**src/rtl/run_pause_sequencer.sv**
```systemverilog
// Run/pause sequencer for a 4-bit step counter: RUNS full sequences, then PAUSES off/on blinks.
// Optional macro STEP_PRESCALE_EN enables a PRESCALE clock divider on the counter advance enable.
module run_pause_sequencer #(
  parameter int unsigned RUNS       = 3,
  parameter int unsigned PAUSES     = 2,
  parameter int unsigned PAUSE_LEN  = 4,
  parameter int unsigned CONTINUOUS = 1,
  parameter int unsigned PRESCALE   = 1
) (
  input  logic       clk,
  input  logic       reset,
  input  logic       start,
  input  logic       stop,
  input  logic       seq_last,
  output logic       en,
  output logic       oe,
  output logic       clr,
  output logic       busy,
  output logic       done,
  output logic [3:0] run_idx,
  output logic [3:0] pause_idx
);

  localparam int unsigned IDX_W = 4;
  localparam int unsigned TMR_W = 8;

  localparam logic [IDX_W-1:0] LAST_RUN   = IDX_W'(RUNS - 1);
  localparam logic [IDX_W-1:0] LAST_PAUSE = IDX_W'(PAUSES - 1);
  localparam logic [TMR_W-1:0] LAST_TMR   = TMR_W'(PAUSE_LEN - 1);

  // Elaboration-time range guard on the configuration.
  if (RUNS < 1 || RUNS > 15 || PAUSES < 1 || PAUSES > 15 ||
      PAUSE_LEN < 1 || PAUSE_LEN > 255 || PRESCALE < 1 || PRESCALE > 255) begin : g_param_chk
    $error("run_pause_sequencer: parameter out of range");
  end

  typedef enum logic [2:0] {
    IDLE  = 3'd0,
    CLEAR = 3'd1,
    RUN   = 3'd2,
    P_OFF = 3'd3,
    P_ON  = 3'd4
  } state_t;

  state_t           state, state_n;
  logic [IDX_W-1:0] run_idx_n, pause_idx_n;
  logic [TMR_W-1:0] timer, timer_n;
  logic             done_n, en_n, oe_n, clr_n, busy_n;

`ifdef STEP_PRESCALE_EN
  localparam logic [TMR_W-1:0] LAST_PRE = TMR_W'(PRESCALE - 1);
  logic [TMR_W-1:0] prescale, prescale_n;
`endif

  // Next-state, counter updates and output decode of the next state.
  always_comb begin
    state_n     = state;
    run_idx_n   = run_idx;
    pause_idx_n = pause_idx;
    timer_n     = timer;
    done_n      = 1'b0;

    case (state)
      IDLE: begin
        if (start && !stop) state_n = CLEAR;
      end
      CLEAR: begin
        state_n = RUN;
      end
      RUN: begin
        if (en && seq_last) begin
          if (run_idx == LAST_RUN) begin
            run_idx_n = '0;
            timer_n   = '0;
            state_n   = P_OFF;
          end else begin
            run_idx_n = run_idx + IDX_W'(1);
          end
        end
      end
      P_OFF: begin
        if (timer == LAST_TMR) begin
          timer_n = '0;
          state_n = P_ON;
        end else begin
          timer_n = timer + TMR_W'(1);
        end
      end
      P_ON: begin
        if (timer == LAST_TMR) begin
          timer_n = '0;
          if (pause_idx == LAST_PAUSE) begin
            pause_idx_n = '0;
            done_n      = 1'b1;
            state_n     = (CONTINUOUS != 0) ? RUN : IDLE;
          end else begin
            pause_idx_n = pause_idx + IDX_W'(1);
            state_n     = P_OFF;
          end
        end else begin
          timer_n = timer + TMR_W'(1);
        end
      end
      default: begin
        state_n = IDLE;
      end
    endcase

    // Abort wins over every transition above.
    if (stop && state != IDLE) begin
      state_n     = IDLE;
      run_idx_n   = '0;
      pause_idx_n = '0;
      timer_n     = '0;
      done_n      = 1'b0;
    end

`ifdef STEP_PRESCALE_EN
    prescale_n = '0;
    if (state_n == RUN && state == RUN) begin
      prescale_n = (prescale == LAST_PRE) ? '0 : prescale + TMR_W'(1);
    end
    en_n = (state_n == RUN) && (prescale_n == LAST_PRE);
`else
    en_n = (state_n == RUN);
`endif
    oe_n   = (state_n == RUN) || (state_n == P_ON);
    clr_n  = (state_n == CLEAR);
    busy_n = (state_n != IDLE);
  end

  // State, counters and registered outputs.
  always_ff @(posedge clk) begin
    if (reset) begin
      state     <= IDLE;
      run_idx   <= '0;
      pause_idx <= '0;
      timer     <= '0;
      en        <= 1'b0;
      oe        <= 1'b0;
      clr       <= 1'b0;
      busy      <= 1'b0;
      done      <= 1'b0;
`ifdef STEP_PRESCALE_EN
      prescale  <= '0;
`endif
    end else begin
      state     <= state_n;
      run_idx   <= run_idx_n;
      pause_idx <= pause_idx_n;
      timer     <= timer_n;
      en        <= en_n;
      oe        <= oe_n;
      clr       <= clr_n;
      busy      <= busy_n;
      done      <= done_n;
`ifdef STEP_PRESCALE_EN
      prescale  <= prescale_n;
`endif
    end
  end

endmodule

```
**config.mk**
```make
export PLATFORM = sky130hd
export DESIGN_NAME = run_pause_sequencer
export DESIGN_NICKNAME = d
export VERILOG_FILES = /design/src/rtl/run_pause_sequencer.sv
export SDC_FILE = /design/constraint.sdc
export NUM_CORES = 1
export LEC_CHECK = 0
export BUFFER_PORTS_ARGS = -buffer_cell sky130_fd_sc_hd__buf_4
export CAP_MARGIN = 20
export CORE_ASPECT_RATIO = 0.8
export CORE_UTILIZATION = 25
export DETAILED_ROUTE_END_ITERATION = 8
export PLACE_DENSITY_LB_ADDON = 0.08
export SKIP_LAST_GASP = 1
export SLEW_MARGIN = 20
export SYNTH_ARGS = -nofsm -noshare
export SYNTH_HDL_FRONTEND = slang
export SYNTH_SLANG_ARGS = --single-unit
```
**constraint.sdc**
```tcl
create_clock -name clk -period 2.5 [get_ports clk]
set_input_delay 0 -clock clk [delete_from_list [all_inputs] [get_ports clk]]
set_output_delay 0 -clock clk [all_outputs]
set_load 0.05 [all_outputs]
```
; ---- Word-level counts from Yosys, hierarchy flattened
; Index checks and enable logic that the tools add are counted.
; W data, S select, Z words.
[op_classes]
n_mux = 15
bitwise_logic = 2
addsub = 3
eq_ne = 12
reduce_logical = 15
[ops]
columns = op, n
row1 = $mux W8, 3
row2 = $mux W3, 6
row3 = $pmux W8 S2, 1
row4 = $pmux W3 S5, 1
row5 = $eq A3 B2 Y1 const B, 3
row6 = $add A4 B1 Y4 const B, 2
row7 = $add A8 B1 Y8 const B, 1
row8 = $eq A8 B2 Y1 const B, 1
row9 = $mux W4, 2
row10 = $eq A3 B1 Y1 const B, 2
row11 = $eq A3 B3 Y1 const B, 2
row12 = $reduce_bool A3 Y1, 2
row13 = $eq A4 B1 Y1 const B, 1
row14 = $eq A4 B2 Y1 const B, 1
row15 = $ne A2 B2 Y1 const B, 2
row16 = $reduce_and A2 Y1, 2
row17 = $reduce_or A2 Y1, 2
row18 = $reduce_or A4 Y1, 1
row19 = $logic_and A1 B1 Y1, 3
row20 = $logic_not A3 Y1, 1
row21 = $reduce_and A3 Y1, 1
row22 = $mux W1, 2
row23 = $not A1 Y1, 2
row24 = $reduce_bool A2 Y1, 1
row25 = other kinds (2), 2
[word_totals]
out_inout_bits = 13
wordCells = 56
in_bits = 5
register_bits = 24

; ---- Depth between registers and ports, before layout
[logic_depth]
word_depth = 7
depth_mapped = 6

; ---- Worst setup path after synthesis
; Ideal clock, no wire load.
[synth_timing]
kind = register -> register
start = reg pause_idx[0]
end = reg busy
setup_ns = 0.127
stages_incl_launch_ff = 6
t_arrival_ns = 1.972
period_less_slack_ns = 2.099
path_buffers = 0
slack_ns = 0.401
cell_sequence = dfxtp_1 -> nor4b_2 -> nor4_1 -> or4_4 -> nor2b_4 -> or3_1
[synth_via]
elab_chain_len = 6
[synth_rtl]
columns = item, line
row1 = start: declaration, 21  ; output logic [3:0] pause_idx
row2 = start signal: assignment, 150  ; pause_idx <= pause_idx_n;
row3 = $eq A4 B1 Y1, 92  ; if (pause_idx == LAST_PAUSE) begin
row4 = $mux W1, 92
row5 = $mux W3, 90  ; if (timer == LAST_TMR) begin
row6 = $pmux W3 S5, 63  ; case (state)
row7 = $mux W3, 110  ; if (stop && state != IDLE) begin
row8 = $reduce_bool A3 Y1, 129  ; busy_n = (state_n != IDLE);
row9 = end signal: assignment, 155  ; busy <= busy_n;
row10 = end: declaration, 18  ; output logic busy,
; Every way passes these cells.
; A chain may end at the register's enable or synchronous reset.

; ---- Worst setup path in the final report
[layout_timing]
start = reg timer[1]
end = reg en
[layout_via]
elab_chain_len = 5
elab_cells_between_ends = 6
cone_classes = 2 x eq/ne / 4 x mux
[layout_rtl]
columns = item, line
row1 = start: declaration, 47  ; logic [TMR_W-1:0] timer, timer_n;
row2 = start signal: assignment, 151  ; timer <= timer_n;
row3 = $eq A8 B2 Y1 *, "82, 90"
row4 = $mux W3 (on tied branches), "90, 82"
row5 = $pmux W3 S5 *, 63
row6 = $mux W3 *, 110
row7 = $eq A3 B2 Y1 *, 125  ; en_n = (state_n == RUN);
row8 = end signal: assignment, 152  ; en <= en_n;
row9 = end: declaration, 15  ; output logic en,
; Mark *: on every way between the ends. The rest lies on a longest branch, timed or not.

==> flow_summary.ini <==
[run_status]
status = finished clean

[setup_path]
cp.arrival_ps = 2500
r2r-start = timer[1]
cp_slowest_stage_delay_ps = 540
required_ps = 2650
path_cells = ha_2 > or4b_4 > nor4_1 > or4_4 > nor4_2 > dlygate4sd3_1
setup.worst_path.start_class = flop
ff2ff_setup_slack_ps = 160
crit_path_end_kind = flop
reg2reg_depth = 6
crit_fanout = 5
slowest_stage = dlygate4sd3_1
critPathKind = reg2reg
reg2reg_to = en

[timing]
max_slew_margin_pct = 40.3
finalClockSkew_ps = 3.84
tns_ps = 0
rsz0062_at_grt = false
hold_viol_final = 0
period_share_pct = 93.7
hold_slack_ps = 262
final_max_slew_viol_count = 0
setup_viol = 0
fin_crit_ps = 2340
timing.fmax_mhz = 427
worst_pin_slew_ps = 888

[floorplan]
start_util_pct = 26.0
ioPinCount = 18
die_w_um = 79.1
core_um2 = 4570
die_h_um = 63.7
rows = 22
die_area_um2 = 5040

[synth]
synth_seq_cells = 24
ys_warn_count = 0
async_flop_share_pct = 0
synth_cell_types = 44
synth-edff-count = 0
synth_adder_area_share_pct = 1.05
postSynthCellCount = 131
synth_compound_area_share_pct = 13.1
netlist_area_um2 = 1190
muxShareOfSynthArea_pct = 1.68
synth_seq_area_share_pct = 40.4
synth_xor_xnor_area_share_pct = 3.68
syn_nets = 137
synth_top_family_by_area = simple AND/OR/NAND/NOR gates
synthSimpleGateAreaFrac_pct = 37.7
synth_area_per_cell_um2 = 9.07
ys.flop_type = dfxtp_1

[place]
routabilityCongestion = 0.784
dp_hpwl_mm = 1.85
port-buffer-count = 17

[hold_path]
hold_path_class = in2reg
worstHoldPathCells = 5
hold_start = seq_last
hold_path_end = run_idx[1]

[global_routing]
grt-ovfl-total = 0
grt_pass1_vias = 930
antenna_found_initial = 0
grt_max_degree = 19
grt_pass1_wl_mm = 4.42
grt_usage_pct = 11.3

[finish]
area_delta_synth_final_pct = 23.4
layout-drive-gt1-share_pct = 27.3
antenna_cells = 0
nNetsFinal = 161
finish.utilization_pct = 32.1

[clock_network]
cts_tree = yes
path_clk_slew_ps = 80
cts.sinks = 24
cts_max_path_buffers = 2
h-tree-depth = 1
cts_root_buf = clkbuf_8
worst_skew_pair.late_latency_ps = 260
cts_made_buffers = 3

[detailed_routing]
dr.first_iter.drc_count = 34
routed_wl_mm = 2.58
dr.pass1.iters = 4
via_per_inst = 4.69
postRouteAntennaNets = 0
vias = 1003
drc = 0
routedWlPerCell_um = 12.1

[pwr]
p_total_mw = 0.690
power.density_nw_per_um2 = 471
ir_worst_vdd_mv = 0.172
leakage_nw = 0.555

[run]
cap_violations = 0
==> critical path: cells and delay by family, from the launching register on <==
family                     cells  cell delay, ps
and+or+nand+nor                4            1060
DFF                            1             390
adders and majority gates      1             240
buffers and inverters          1             540
==> state kept, by name, indices dropped and copies added, names as in the netlist <==
| name | count |
|---|---|
| busy | 1 |
| clr | 1 |
| done | 1 |
| en | 1 |
| oe | 1 |
| pause_idx | 4 |
| run_idx | 4 |
| state | 3 |
| timer | 8 |
==> repair_timing <==
action	4_1_cts	5_1_grt
hold endpoints to repair	3	0
hold buffers	3	0
gates resized for setup	0	2
setup endpoints to repair	0	1
setup buffers	0	1
==> layout by cell type (no fill, tap or decap), types with 4 or more instances in the layout <==
cell	n
a21oi_1	13
xor2_1	4
dfxtp_1	23
o21ai_0	4
nand2_1	5
nand3_1	6
nor2_1	26
nor3_1	4
buf_4	19
clkbuf_8	4
==> metrics by stage <==
step | setup slack [ps] | instances | cell area, um2
after floorplan | 401 | 131 | 1190
after global placement | 429 | 206 | 1370
after detailed placement | 404 | 206 | 1370
after CTS | 44.0 | 213 | 1460
after global routing | 13.8 | 214 | 1470
final | 159 | 214 | 1470
==> how the worst max path moves through the flow <==
| stage | start | endpoint | slack [ps] |
|---|---|---|---|
| after floorplan | pause_idx[0] | busy | 400 |
| after global placement | timer[0] | busy | 430 |
| after detailed placement | timer[0] | busy | 400 |
| after CTS | timer[0] | en | 40 |
| after global routing | timer[1] | en | 10 |
| final | timer[1] | en | 160 |
==> synth_stat cells (all sizes together), types with 3 or more instances <==
| cell | count | share of area (%) |
|---|---|---|
| nor2 | 26 | 8.2 |
| dfxtp | 24 | 40 |
| a21oi | 15 | 6.9 |
| nand3 | 6 | 2.5 |
| nor3 | 6 | 3.9 |
| nand2 | 5 | 1.6 |
| o21ai | 4 | 1.7 |
| xor2 | 4 | 2.9 |
| a211oi | 3 | 1.9 |
| nand3b | 3 | 1.9 |
| nand4 | 3 | 1.6 |
| nor4b | 3 | 4.0 |
| or3 | 3 | 1.8 |
==> where the power goes <==
group	switching, mW	internal, mW
combinational	0.0250	0.0174
sequential	0.00379	0.386
clock	0.118	0.140
total	0.147	0.543
==> per-layer routing <==
| layer | vias up | wire (um) | track usage [%] |
|---|---|---|---|
| met1 | 459 | 1390 | 15.6 |
| met5 | - | 0 | 0 |
| met3 | 2 | 112 | 3.04 |
| met4 | 0 | 23 | 3.41 |
| met2 | 17 | 1060 | 16.8 |
| li1 | 525 | - | - |
==> area by class of cell <==
class	count	area (um2)
timing repair buffer	22	173
sequential	24	482
tap	60	75.1
fill	511	3100
multi-input combinational	104	682
clock buffer	4	55.1
==> logic make-up (layout without fill, tap and decap cells) <==
logic type,Yosys count,in the layout
xor gates and xnor gates,5,5
and+or+nand+nor,70,70
AOI/OAI and AO/OA,26,26
DFF,24,24
buffers and inverters,3,26
adders and majority gates,1,1
muxes,2,2
Note: power is estimated with default switching activity, not from simulation.
